===== src/rtl/instr_encoder_if.sv =====
// Field-bundle input stream and instruction-memory write port of instr_encoder.
// The encoder takes the slave side; the program source / memory model takes master.
interface instr_encoder_if #(
  parameter int ADDR_WIDTH = 32
);
  logic                  in_valid;
  logic                  in_ready;
  logic                  in_last;
  logic [3:0]            in_class;
  logic [2:0]            in_funct3;
  logic                  in_alt;
  logic [4:0]            in_rd;
  logic [4:0]            in_rs1;
  logic [4:0]            in_rs2;
  logic [31:0]           in_imm;
  logic                  wr_en;
  logic                  wr_ready;
  logic [ADDR_WIDTH-1:0] wr_addr;
  logic [31:0]           wr_data;

  modport slave (
    input  in_valid, in_last, in_class, in_funct3, in_alt,
    input  in_rd, in_rs1, in_rs2, in_imm, wr_ready,
    output in_ready, wr_en, wr_addr, wr_data
  );

  modport master (
    output in_valid, in_last, in_class, in_funct3, in_alt,
    output in_rd, in_rs1, in_rs2, in_imm, wr_ready,
    input  in_ready, wr_en, wr_addr, wr_data
  );
endinterface


===== src/rtl/instr_encoder.sv =====
// Streaming RV32I encoder: packs decoded field bundles into instruction words and
// writes them to consecutive instruction-memory addresses from a loaded base.
module instr_encoder #(
  parameter int ADDR_WIDTH = 32,
  parameter int DATA_WIDTH = 32
) (
  input  logic                  clk,
  input  logic                  rst_n,
  input  logic                  start,
  input  logic [ADDR_WIDTH-1:0] base_addr,
  instr_encoder_if.slave        bus,
  output logic                  busy,
  output logic                  done,
  output logic [7:0]            err_count
);

  localparam logic [31:0] NOP = 32'h0000_0013;

  localparam logic [3:0] C_R      = 4'd0;
  localparam logic [3:0] C_IALU   = 4'd1;
  localparam logic [3:0] C_LOAD   = 4'd2;
  localparam logic [3:0] C_STORE  = 4'd3;
  localparam logic [3:0] C_BRANCH = 4'd4;
  localparam logic [3:0] C_JAL    = 4'd5;
  localparam logic [3:0] C_JALR   = 4'd6;
  localparam logic [3:0] C_LUI    = 4'd7;
  localparam logic [3:0] C_AUIPC  = 4'd8;
  localparam logic [3:0] C_SYSTEM = 4'd9;

  localparam logic [6:0] OP_R      = 7'b0110011;
  localparam logic [6:0] OP_IALU   = 7'b0010011;
  localparam logic [6:0] OP_LOAD   = 7'b0000011;
  localparam logic [6:0] OP_STORE  = 7'b0100011;
  localparam logic [6:0] OP_BRANCH = 7'b1100011;
  localparam logic [6:0] OP_JAL    = 7'b1101111;
  localparam logic [6:0] OP_JALR   = 7'b1100111;
  localparam logic [6:0] OP_LUI    = 7'b0110111;
  localparam logic [6:0] OP_AUIPC  = 7'b0010111;

  typedef enum logic [1:0] {IDLE, RUN, DRAIN} state_e;

  state_e                 state_q, state_d;
  logic                   wr_en_q, wr_en_d;
  logic [ADDR_WIDTH-1:0]  wr_addr_q, wr_addr_d;
  logic [DATA_WIDTH-1:0]  wr_data_q, wr_data_d;
  logic [7:0]             err_q, err_d;
  logic                   done_q, done_d;

  logic                   in_ready;
  logic                   wr_fire;
  logic                   accept;
  logic                   bad;
  logic [31:0]            word;

  function automatic logic fits_i(input logic signed [31:0] imm);
    return (imm >= -32'sd2048) && (imm <= 32'sd2047);
  endfunction

  function automatic logic [7:0] sat_inc(input logic [7:0] v);
    return (v == 8'hFF) ? v : v + 8'd1;
  endfunction

  function automatic logic is_illegal(input logic [3:0]         cls,
                                      input logic [2:0]         f3,
                                      input logic               alt,
                                      input logic signed [31:0] imm);
    logic ill;
    ill = 1'b0;
    case (cls)
      C_R:      ill = alt && (f3 != 3'b000) && (f3 != 3'b101);
      C_IALU: begin
        // shift forms carry a 5-bit shamt; alt is only meaningful on srai
        if (f3 == 3'b001 || f3 == 3'b101)
          ill = (alt && f3 != 3'b101) || (imm < 32'sd0) || (imm > 32'sd31);
        else
          ill = alt || !fits_i(imm);
      end
      C_LOAD:   ill = (f3 == 3'b011) || (f3 == 3'b110) || (f3 == 3'b111) || !fits_i(imm);
      C_STORE:  ill = (f3 > 3'b010) || !fits_i(imm);
      C_BRANCH: ill = (f3 == 3'b010) || (f3 == 3'b011) || imm[0] ||
                      (imm < -32'sd4096) || (imm > 32'sd4094);
      C_JAL:    ill = imm[0] || (imm < -32'sd1048576) || (imm > 32'sd1048574);
      C_JALR:   ill = !fits_i(imm);
      C_LUI, C_AUIPC: ill = (imm[11:0] != 12'd0);
      C_SYSTEM: ill = 1'b0;
      default:  ill = 1'b1;
    endcase
    return ill;
  endfunction

  function automatic logic [31:0] encode(input logic [3:0]  cls,
                                         input logic [2:0]  f3,
                                         input logic        alt,
                                         input logic [4:0]  rd,
                                         input logic [4:0]  rs1,
                                         input logic [4:0]  rs2,
                                         input logic [31:0] imm);
    logic [6:0]  f7;
    logic [31:0] w;
    f7 = alt ? 7'h20 : 7'h00;
    case (cls)
      C_R:      w = {f7, rs2, rs1, f3, rd, OP_R};
      C_IALU:   w = (f3 == 3'b001 || f3 == 3'b101) ? {f7, imm[4:0], rs1, f3, rd, OP_IALU}
                                                   : {imm[11:0], rs1, f3, rd, OP_IALU};
      C_LOAD:   w = {imm[11:0], rs1, f3, rd, OP_LOAD};
      C_STORE:  w = {imm[11:5], rs2, rs1, f3, imm[4:0], OP_STORE};
      C_BRANCH: w = {imm[12], imm[10:5], rs2, rs1, f3, imm[4:1], imm[11], OP_BRANCH};
      C_JAL:    w = {imm[20], imm[10:1], imm[11], imm[19:12], rd, OP_JAL};
      C_JALR:   w = {imm[11:0], rs1, 3'b000, rd, OP_JALR};
      C_LUI:    w = {imm[31:12], rd, OP_LUI};
      C_AUIPC:  w = {imm[31:12], rd, OP_AUIPC};
      C_SYSTEM: w = alt ? 32'h0010_0073 : 32'h0000_0073;
      default:  w = NOP;
    endcase
    return w;
  endfunction

  // The single output entry may be drained and refilled in the same cycle.
  assign in_ready = (state_q == RUN) && (!wr_en_q || bus.wr_ready);
  assign wr_fire  = wr_en_q && bus.wr_ready;
  assign accept   = bus.in_valid && in_ready;

  assign bad  = is_illegal(bus.in_class, bus.in_funct3, bus.in_alt, bus.in_imm);
  assign word = bad ? NOP : encode(bus.in_class, bus.in_funct3, bus.in_alt,
                                   bus.in_rd, bus.in_rs1, bus.in_rs2, bus.in_imm);

  always_comb begin
    state_d   = state_q;
    wr_en_d   = wr_en_q;
    wr_addr_d = wr_addr_q;
    wr_data_d = wr_data_q;
    err_d     = err_q;
    done_d    = 1'b0;

    // wr_addr always points at the word being (or about to be) written
    if (wr_fire) begin
      wr_en_d   = 1'b0;
      wr_addr_d = wr_addr_q + ADDR_WIDTH'(4);
    end

    if (accept) begin
      wr_en_d   = 1'b1;
      wr_data_d = DATA_WIDTH'(word);
      if (bad) err_d = sat_inc(err_q);
    end

    case (state_q)
      IDLE: begin
        if (start) begin
          state_d   = RUN;
          wr_addr_d = base_addr;
          err_d     = 8'd0;
        end
      end
      RUN: begin
        if (accept && bus.in_last) state_d = DRAIN;
      end
      DRAIN: begin
        if (wr_fire) begin
          state_d = IDLE;
          done_d  = 1'b1;
        end
      end
      default: state_d = IDLE;
    endcase
  end

  always_ff @(posedge clk or negedge rst_n) begin
    if (!rst_n) begin
      state_q   <= IDLE;
      wr_en_q   <= 1'b0;
      wr_addr_q <= '0;
      wr_data_q <= '0;
      err_q     <= 8'd0;
      done_q    <= 1'b0;
    end else begin
      state_q   <= state_d;
      wr_en_q   <= wr_en_d;
      wr_addr_q <= wr_addr_d;
      wr_data_q <= wr_data_d;
      err_q     <= err_d;
      done_q    <= done_d;
    end
  end

  assign bus.in_ready = in_ready;
  assign bus.wr_en    = wr_en_q;
  assign bus.wr_addr  = wr_addr_q;
  assign bus.wr_data  = 32'(wr_data_q);
  assign busy         = (state_q != IDLE);
  assign done         = done_q;
  assign err_count    = err_q;

endmodule


===== src/flat_wrapper.sv =====
// flat-port wrapper written by rule: the top's interface ports become plain ports
module instr_encoder_flat 
#(
  parameter int ADDR_WIDTH = 32,
  parameter int DATA_WIDTH = 32
)
  (clk, rst_n, start, base_addr, busy, done, err_count, bus_in_valid, bus_in_last, bus_in_class, bus_in_funct3, bus_in_alt, bus_in_rd, bus_in_rs1, bus_in_rs2, bus_in_imm, bus_wr_ready, bus_in_ready, bus_wr_en, bus_wr_addr, bus_wr_data);
  instr_encoder_if #(.ADDR_WIDTH(ADDR_WIDTH)) bus_i ();
  input  logic clk;
  input  logic rst_n;
  input  logic start;
  input  logic [ADDR_WIDTH-1:0] base_addr;
  output logic busy;
  output logic done;
  output logic [7:0] err_count;
  input wire logic [$bits(bus_i.in_valid)-1:0] bus_in_valid;
  input wire logic [$bits(bus_i.in_last)-1:0] bus_in_last;
  input wire logic [$bits(bus_i.in_class)-1:0] bus_in_class;
  input wire logic [$bits(bus_i.in_funct3)-1:0] bus_in_funct3;
  input wire logic [$bits(bus_i.in_alt)-1:0] bus_in_alt;
  input wire logic [$bits(bus_i.in_rd)-1:0] bus_in_rd;
  input wire logic [$bits(bus_i.in_rs1)-1:0] bus_in_rs1;
  input wire logic [$bits(bus_i.in_rs2)-1:0] bus_in_rs2;
  input wire logic [$bits(bus_i.in_imm)-1:0] bus_in_imm;
  input wire logic [$bits(bus_i.wr_ready)-1:0] bus_wr_ready;
  output wire logic [$bits(bus_i.in_ready)-1:0] bus_in_ready;
  output wire logic [$bits(bus_i.wr_en)-1:0] bus_wr_en;
  output wire logic [$bits(bus_i.wr_addr)-1:0] bus_wr_addr;
  output wire logic [$bits(bus_i.wr_data)-1:0] bus_wr_data;
  assign bus_i.in_valid = bus_in_valid;
  assign bus_i.in_last = bus_in_last;
  assign bus_i.in_class = bus_in_class;
  assign bus_i.in_funct3 = bus_in_funct3;
  assign bus_i.in_alt = bus_in_alt;
  assign bus_i.in_rd = bus_in_rd;
  assign bus_i.in_rs1 = bus_in_rs1;
  assign bus_i.in_rs2 = bus_in_rs2;
  assign bus_i.in_imm = bus_in_imm;
  assign bus_i.wr_ready = bus_wr_ready;
  assign bus_in_ready = bus_i.in_ready;
  assign bus_wr_en = bus_i.wr_en;
  assign bus_wr_addr = bus_i.wr_addr;
  assign bus_wr_data = bus_i.wr_data;
  instr_encoder #(.ADDR_WIDTH(ADDR_WIDTH), .DATA_WIDTH(DATA_WIDTH)) u_core (.clk(clk), .rst_n(rst_n), .start(start), .base_addr(base_addr), .bus(bus_i), .busy(busy), .done(done), .err_count(err_count));
endmodule

===== config.mk =====
export PLATFORM = sky130hd
export DESIGN_NAME = instr_encoder_flat
export DESIGN_NICKNAME = d
export VERILOG_FILES = /design/src/rtl/instr_encoder_if.sv /design/src/rtl/instr_encoder.sv /design/src/flat_wrapper.sv
export SDC_FILE = /design/constraint.sdc
export NUM_CORES = 1
export LEC_CHECK = 0
export ABC_AREA = 1
export CORE_MARGIN = 5
export CORE_UTILIZATION = 40
export CTS_CLUSTER_SIZE = 8
export DETAILED_ROUTE_END_ITERATION = 10
export PLACE_DENSITY = 0.79
export SLEW_MARGIN = 20
export SYNTH_ARGS = -nofsm -noshare
export SYNTH_HDL_FRONTEND = slang
export SYNTH_SLANG_ARGS = --single-unit

===== constraint.sdc =====
create_clock -name clk -period 3.8 [get_ports clk]
set_input_delay 0.76 -clock clk [delete_from_list [all_inputs] [get_ports clk]]
set_output_delay 0.76 -clock clk [all_outputs]
set_load 0.01 [all_outputs]

; ---- Yosys cells after proc, flatten, opt, wreduce, memory -nomap -nowiden
; Index checks and enable logic that the tools add are counted.
[totals]
wordCells = 95
reg_bits = 76
output_inout_bits = 76
[op_classes]
n_reduce_logical = 33
n_eq_ne = 22
muxes = 23
n_addsub = 2
n_lt_le_gt_ge = 9
[op_table]
columns = cell, n
row1 = $pmux 32 s10, 1
row2 = $mux 32, 5
row3 = $mux 8, 5
row4 = $add 32x3->32 const B, 1
row5 = $ge 32x12->1 const B, 1
row6 = $gt 32x13->1 const B, 1
row7 = $gt 32x21->1 const B, 1
row8 = $gt 32x6->1 const B, 1
row9 = $le 32x12->1 const B, 1
row10 = $lt 32x1->1 const B, 1
row11 = $lt 32x13->1 const B, 1
row12 = $lt 32x21->1 const B, 1
row13 = $mux 21, 1
row14 = $eq 4x3->1 const B, 4
row15 = $logic_or 1x1->1, 15
row16 = $reduce_bool 12->1, 1
row17 = $eq 3x3->1 const B, 3
row18 = $pmux 1 s9, 1
row19 = $add 8x1->8 const B, 1
row20 = $eq 4x2->1 const B, 2
row21 = $eq 4x4->1 const B, 2
row22 = $eq 8x8->1 const B, 1
row23 = $logic_and 1x1->1, 8
row24 = $eq 3x2->1 const B, 2
row25 = other kinds (19), 28

; ---- Longest topological paths before layout
; Gate-level depths: netlist (run 1).
[depth]
ltp_word = 10
ltp_mapped = 16

; ---- Least setup slack after synthesis (run 1)
; Ideal clock, no wire load.
[synth_path]
kind = input-to-reg
from = input port bus_in_class[1]
to = register u_core.err_q[6] (netlist: u_core.err_count[6])
path_slack_ns = 1.691
setup_time_ns = 0.117
stages = 14
path_buffers = 2
arrival_ns = 1.992
path_cell_list = buf_6 > nand2_1 > inv_2 > a21oi_4 > nor2_2 > nor2_2 > nand2_2 > nor2_4 > nand3_4 > buf_6 > nand2_1 > nand2_1 > nand2_1 > nor2_1
[synth_via]
elab_chain_len = 7
word_cells_on_any_way = 16
classes_between = eq/ne (9) / mux (5) / reduce/logical (2)
[synth_lines]
columns = element, line
row1 = "start, declared", flat_wrapper.sv:18  ; input wire logic [$bits(bus_i.in_class)-1:0] bus_in_class;
row2 = $eq 4x3->1 / $eq 4x4->1 (equally long branches), instr_encoder.sv:69  ; case (cls)
row3 = $reduce_or 2->1, instr_encoder.sv:69
row4 = $pmux 1 s9 (*), instr_encoder.sv:69
row5 = $mux 8 (*), instr_encoder.sv:144  ; if (bad) err_d = sat_inc(err_q);
row6 = $mux 8 (*), instr_encoder.sv:141  ; if (accept) begin
row7 = $mux 8, instr_encoder.sv:149  ; if (start) begin
row8 = $mux 8 (*), instr_encoder.sv:147  ; case (state_q)
row9 = net u_core.err_d[6], instr_encoder.sv:46  ; logic [7:0] err_q, err_d;
row10 = "end signal, assigned", instr_encoder.sv:181  ; err_q <= err_d;
row11 = "end, declared", instr_encoder.sv:46
; Mark *: on every way through the listed nets, which the timed path passes. The rest lies on a longest branch.
; A chain may end at the register's enable or synchronous reset.

; ---- Worst setup path in the final report (run 1)
[layout_path]
from = input port bus_in_class[1]
to = register u_core.wr_data_q[20] (netlist: u_core.bus.wr_data[20])
[layout_via]
elab_chain_len = 4
word_cells_on_any_way = 14
classes_between = eq/ne (9) / mux (3) / reduce/logical (2)
[layout_lines]
columns = element, line
row1 = $eq 4x3->1 / $eq 4x4->1 (equally long branches), "instr_encoder.sv:69, instr_encoder.sv:101"
row2 = $reduce_or 2->1, instr_encoder.sv:69
row3 = $pmux 1 s9, instr_encoder.sv:69
row4 = $mux 32 (*), instr_encoder.sv:124  ; assign word = bad ? NOP : encode(bus.in_class, bus.in_funct3, bus.in_alt,
row5 = "end signal, assigned", instr_encoder.sv:180  ; wr_data_q <= wr_data_d;
row6 = "end, declared", instr_encoder.sv:45  ; logic [DATA_WIDTH-1:0] wr_data_q, wr_data_d;
; Every way passes the cells marked *; elsewhere a longest branch is shown, timed or not.

==> impl_metrics.csv, run 1 <==
group,metric,value,unit
status,status,"finished, final reports clean",
clock_tree,ctsHoldBuffers,0,
clock_tree,cts_num_sinks,75,
timing,finClkSkew,5.088,ps
timing,relSlewSlack,35.86,%
clock_tree,htreeDepth,3,
routing,dr.first_iter.drc_count,447,
global_route,grt_pass1_wl,24.32,mm
global_route,grt_pass1_vias,4936,
timing,fin_crit_sh,73.29,%
synthesis,syn-instance-count,671,
clock_tree,clk_path_buf_depth,2,
synthesis,ys_warn_count,0,
timing,fin_worst_hold_slack,477.7,ps
synthesis,ys_seq_elements,75,
clock_tree,path_clk_slew,50,ps
setup_path,worstPathRequired,4040,ps
global_route,overflow,0,
final_layout,antenna_cells,0,
clock_tree,clock_latency,320,ps
setup_path,startpoint_type,"input port",
routing,post_drt_wl_per_cell,14.87,um
place,post-dp-hpwl,11.57,mm
timing,final.min_clock_period,2785,ps
setup_path,endpoint_kind,"register",
setup_path,worstSetupPathType,"input port to register",
timing,rsz0062_at_grt,"false",
timing,fmax,0.3590,GHz
timing,worstMarginPinSlew,962.1,ps
synthesis,syn_avg_cell_area,7.395,um2
routing,viasPerCell,5.019,
global_route,track_usage,20.66,%
die,initial_core_util,40.97,%
final_layout,num-nets-final,932,
clock_tree,cts_tree,"yes",
place,place.gp.congestion,0.9670,
setup_path,arrival,3030,ps
timing,setup_viol,0,
final_layout,final_layout_size_suffix_gt1_share,10.58,%
clock_tree,cts-buffers-inserted,9,
final_layout,fillers,1118,
power,power.density,558.3,nW/um2
die,fp-row-count,40,
global_route,antenna_found_initial,0,
timing,slew_violations,0,
synthesis,syn_nets,766,
routing,drt_wl_total,15.00,mm
synthesis,ys_types,48,
die,boundaryPins,169,
setup_path,crit_fanout,14,
hold_path,hold_path.class,"register to register",
die,die_y,121.4,um
die,core_area,12110,um2
final_layout,area_growth,42.23,%
clock_tree,cts-root-buf,"clkbuf_16",
timing,hold_violations,0,
clock_tree,cts_resized,0,
clock_tree,post_cts_buffers,0,
routing,via_count,5064,
synthesis,netlist_area,4962,um2
global_route,grt_max_degree,76,
die,die-area,14730,um2
job,max-cap-violations,0,
synthesis,yosysSeqAreaShare,37.82,%
power,peakVddDrop,0.2526,mV
routing,drc,0,
die,fp.dieW,121.4,um
place,portBuffers,168,
timing,setup_tns,0,ps
routing,ant_nets,0,
power,leakagePower,3.057,nW
routing,first_pass_iters,6,
per-stage QoR:
stage	worst slack (ps)	area (um2)	power, mW	utilization (%)	cells
floorplan	1691	4962	2.226	-	671
global placement	721.0	6763	3.075	55.84	994
detailed placement	662.9	6763	3.104	55.84	994
CTS	1020	7058	3.990	58.27	1009
global route	791.4	7058	4.236	58.27	1009
finish	1015	7058	3.941	58.27	1009
critical path, cell delays in order:
cell and delay (ps):
clkdlybuf4s50_1 700, inv_4 70, nand3_4 90, nor2_2 60
a21oi_4 200, nor2_2 50, nor2_2 120, nand2_2 70
nor2_4 150, nand4_4 270, buf_4 310, o21ai_0 160
layer usage:
layer	wire length [um]	track usage (%)	vias up
met3	1495	5.781	18
met2	6859	32.92	241
li1	-	-	2505
met4	244	6.653	0
met1	6399	27.09	2300
met5	0	0	-
report_power, final:
group / internal (mW) / switching (mW) / total [mW]
logic: 0.854 / 0.878 / 1.73
clock network: 0.540 / 0.314 / 0.855
registers: 1.06 / 0.291 / 1.35
total: 2.46 / 1.48 / 3.94
state kept, by name (all words and copies together) (netlist names):
register,cells
u_core.bus.wr_addr,32
u_core.err_count,8
u_core.bus.wr_en,1
u_core.state_q,2
u_core.done,1
u_core.bus.wr_data,31
cells by family after synthesis:
logic type      count (synthesis)  synth area share [%]
simple gates                  371                 34.87
compound gates                102                 13.77
buf+inv                        94                 8.270
flops                          75                 37.82
xor+xnor                       27                 4.765
fa+ha+maj                       2                0.5042
final cells by class:
type / instances / area (um2) / area share (%)
Timing Repair Buffer: 171 / 1702 / 24.11
Sequential cell: 75 / 1877 / 26.59
Tap cell: 168 / 210.2 / 2.978
Clock buffer: 13 / 260.3 / 3.687
Multi-Input combinational cell: 502 / 2678 / 37.94
Clock inverter: 2 / 35.03 / 0.4964
Inverter: 78 / 296.5 / 4.201
synth_stat cells (all sizes together):
| library cell | n | area, um2 |
|---|---|---|
| xnor2 | 17 | 148.9 |
| a211oi | 1 | 7.510 |
| o32ai | 1 | 8.760 |
| nand3 | 28 | 190.2 |
| a31oi | 1 | 6.260 |
| nand4 | 19 | 155.2 |
| a21boi | 1 | 7.510 |
| a221oi | 7 | 61.31 |
| o211ai | 2 | 15.01 |
| nor2 | 110 | 493.0 |
| or2 | 1 | 6.260 |
| inv | 74 | 280.3 |
| o22ai | 2 | 12.51 |
| ha | 2 | 25.02 |
| clkbuf | 8 | 40.04 |
| a22oi | 11 | 82.58 |
| nor4 | 6 | 43.79 |
| dfrtp | 75 | 1877 |
| clkinv | 4 | 16.26 |
| nor4b | 1 | 8.760 |
| nand2 | 193 | 757.0 |
| xor2 | 10 | 87.58 |
| o211a | 1 | 10.01 |
| o21ai | 48 | 315.3 |
| o21bai | 1 | 7.510 |
| a21oi | 26 | 148.9 |
| nor3 | 13 | 76.33 |
| buf | 8 | 73.82 |
layout by cell type, fill, tap and decap left out, types with 2 or more instances in the layout:
cell / instances
nand2_1: 183
nand4_4: 2
dfrtp_1: 75
clkinv_1: 3
a22oi_1: 11
clkbuf_8: 2
nand4_1: 16
a221oi_1: 7
nor2_2: 11
nor2_4: 7
inv_1: 67
clkdlybuf4s50_1: 167
nand2_4: 2
nand2_2: 8
xnor2_1: 17
o21ai_1: 4
nor2_1: 92
inv_2: 6
nor4_1: 5
o22ai_1: 2
nand3_1: 21
buf_4: 4
o21ai_2: 20
a21oi_2: 2
clkbuf_16: 9
o211ai_1: 2
nand3_2: 5
clkinv_2: 2
nor3_1: 12
clkbuf_1: 2
o21ai_0: 24
xor2_1: 10
a21oi_1: 23
nand3_4: 2
ha_1: 2
final timing paths:
| path | start | slack (ps) | depth (start not counted) | endpoint |
|---|---|---|---|---|
| setup / recovery | bus_in_class[1] | 1010 | 12 | u_core.bus.wr_data[20]$_DFFE_PN0P_ |
| hold / removal | u_core.bus.wr_addr[0]$_DFFE_PN0P_ | 480 | 2 | u_core.bus.wr_addr[0]$_DFFE_PN0P_ |
| setup reg to reg | u_core.bus.wr_addr[4]$_DFF_PN0_ | 1830 | 12 | u_core.bus.wr_addr[27]$_DFF_PN0_ |
| hold reg to reg | u_core.bus.wr_addr[0]$_DFFE_PN0P_ | 480 | 2 | u_core.bus.wr_addr[0]$_DFFE_PN0P_ |
| max in group asynchronous | rst_n | 2590 | 1 | u_core.bus.wr_data[7]$_DFFE_PN0P_ |
| min in group asynchronous | rst_n | 580 | 1 | u_core.bus.wr_addr[1]$_DFFE_PN0P_ |
Power figures use the tool's default switching activity.
==> run 2, diff against run 1 <==
==> constraint.sdc (replaced) <==
create_clock -name clk -period 2.7 [get_ports clk]
set_input_delay 0.54 -clock clk [delete_from_list [all_inputs] [get_ports clk]]
set_output_delay 0.54 -clock clk [all_outputs]
set_load 0.01 [all_outputs]
==> impl_metrics.csv, run 2 (synthesized netlist as in run 1, its figures left out) <==
group,metric,value,unit
status,status,"finished, final reports clean",
setup_path,cp_slowest_stage_delay,610,ps
clock_tree,cts_resized,0,
routing,drt_wl_total,15.54,mm
die,die_y,121.4,um
setup_path,endpoint_kind,"register",
clock_tree,post_cts_buffers,0,
clock_tree,cts_tree,"yes",
place,portBuffers,168,
die,fp-row-count,40,
clock_tree,path_clk_slew,60,ps
final_layout,final_common_cell,"nand2_1",
timing,rsz0062_at_grt,"false",
setup_path,arrival,2620,ps
setup_path,worst_path_max_delay_cell,"clkdlybuf4s50_1",
clock_tree,htreeDepth,3,
setup_path,crit_fanout,13,
die,core_area,12110,um2
die,die-area,14730,um2
timing,hold_violations,0,
die,boundaryPins,169,
final_layout,final_cell_mix,"nand2_1, clkdlybuf4s50_1, nor2_1, dfrtp_1, inv_1",
global_route,grt_pass1_wl,25.08,mm
timing,slew_violations,0,
global_route,grt_max_degree,45,
clock_tree,cts-root-buf,"clkbuf_16",
timing,setup_viol,0,
global_route,antenna_found_initial,0,
setup_path,reg2reg_from,"u_core.bus.wr_addr[2]$_DFF_PN0_",
setup_path,worstSetupPathType,"input port to register",
place,dpl_cell_area,6978,um2
routing,first_pass_iters,5,
setup_path,worstRegToRegCells,11,
global_route,track_usage,21.33,%
setup_path,r2r_end,"u_core.bus.wr_addr[30]$_DFF_PN0_",
timing,final.min_clock_period,2362,ps
clock_tree,ctsHoldBuffers,0,
hold_path,hold_path.class,"input port to asynchronous set/reset pin",
power,p_sw,2.152,mW
power,p_seq_share,32.5,%
job,max-cap-violations,0,
power,peakVddDrop,0.2695,mV
final_layout,antenna_cells,0,
die,initial_core_util,40.97,%
routing,ant_nets,0,
timing,fin_crit_sh,87.47,%
timing,finClkSkew,3.825,ps
timing,fmax,0.4234,GHz
setup_path,path_buf_inv,2,
timing,setup_tns,0,ps
power,power.density,801.9,nW/um2
final_layout,num-nets-final,959,
setup_path,cp_cell_sequence,"clkdlybuf4s50_1, nor2_2, nand2_1, a21oi_1, nand2_1, nand3_1, nor2_2, nand2_2, nor2_4, nand4_4, buf_4, o21ai_2",
timing,relSlewSlack,57.76,%
place,post-dp-hpwl,12.62,mm
clock_tree,cts-buffers-inserted,9,
final_layout,final_layout_size_suffix_gt1_share,13.69,%
power,clock_power_share,25.1,%
die,fp.dieW,121.4,um
final_layout,largest_register_ffs,32,
setup_path,crit_family,"simple AND/OR/NAND/NOR gates",
place,place.gp.congestion,0.9694,
power,switching_share,36.55,%
final_layout,postLayoutCellArea,7342,um2
final_layout,fillers,1106,
power,internal_power,3.736,mW
setup_path,startpoint_type,"input port",
routing,post_drt_wl_per_cell,14.99,um
global_route,grt_pass1_vias,5173,
clock_tree,clock_latency,330,ps
clock_tree,cts_num_sinks,75,
global_route,overflow,0,
power,combinationalPowerShare,42.4,%
routing,via_count,5203,
timing,worstMarginPinSlew,627.0,ps
routing,viasPerCell,5.017,
routing,drc,0,
setup_path,reg2reg_slack,740,ps
setup_path,worstPathRequired,2960,ps
final_layout,area_growth,47.96,%
clock_tree,clk_path_buf_depth,2,
power,leakagePower,3.221,nW
routing,dr.first_iter.drc_count,354,
==> run 2: metal layers <==
layer  vias up  GRT usage, %  routed length (um)
met2       241         35.79                7297
met4         0         6.933                 372
met5         -             0                   0
li1       2562             -                   -
met1      2369         26.27                6368
met3        31         6.200                1501
==> run 2: worst max path at each step <==
stage	from	to	slack, ps	depth (start not counted)
floorplan	bus_in_class[1]	u_core.err_count[6]$_DFF_PN0_	810	14
global placement	bus_in_class[1]	u_core.bus.wr_data[27]$_DFFE_PN0P_	30	13
detailed placement	bus_in_class[3]	u_core.bus.wr_data[29]$_DFFE_PN0P_	10	12
CTS	bus_in_class[3]	u_core.bus.wr_data[29]$_DFFE_PN0P_	350	12
global route	bus_in_class[3]	u_core.bus.wr_data[11]$_DFFE_PN0P_	160	13
finish	bus_in_class[3]	u_core.bus.wr_data[29]$_DFFE_PN0P_	340	12
==> run 2: metrics by stage <==
stage	util (%)	setup slack [ps]	hold WS (ps)	cells	total power [mW]
floorplan	-	810.8	244.4	671	3.132
global placement	57.61	27.47	464.1	1021	4.380
detailed placement	57.61	11.07	464.6	1021	4.437
CTS	60.62	354.1	158.6	1037	5.941
global route	60.62	157.1	185.5	1037	6.282
finish	60.62	338.3	153.7	1037	5.888
==> run 2: power by group through the flow <==
stage	combinational, mW	clock, mW	sequential, mW
after global routing	2.76	1.56	1.97
after floorplan	1.12	0	2.01
final	2.50	1.48	1.91
after detailed placement	2.51	0	1.92
after global placement	2.47	0	1.91
after CTS	2.52	1.51	1.91
==> run 2: layout make-up <==
cell class / count / area, um2 / area share [%]
clock buffer: 9 / 225.2 / 3.067
clock inverter: 7 / 138.9 / 1.892
inverter: 78 / 296.5 / 4.039
multi-input combinational: 502 / 2678 / 36.47
sequential: 75 / 1877 / 25.56
tap: 168 / 210.2 / 2.863
timing repair buffer: 198 / 1917 / 26.11
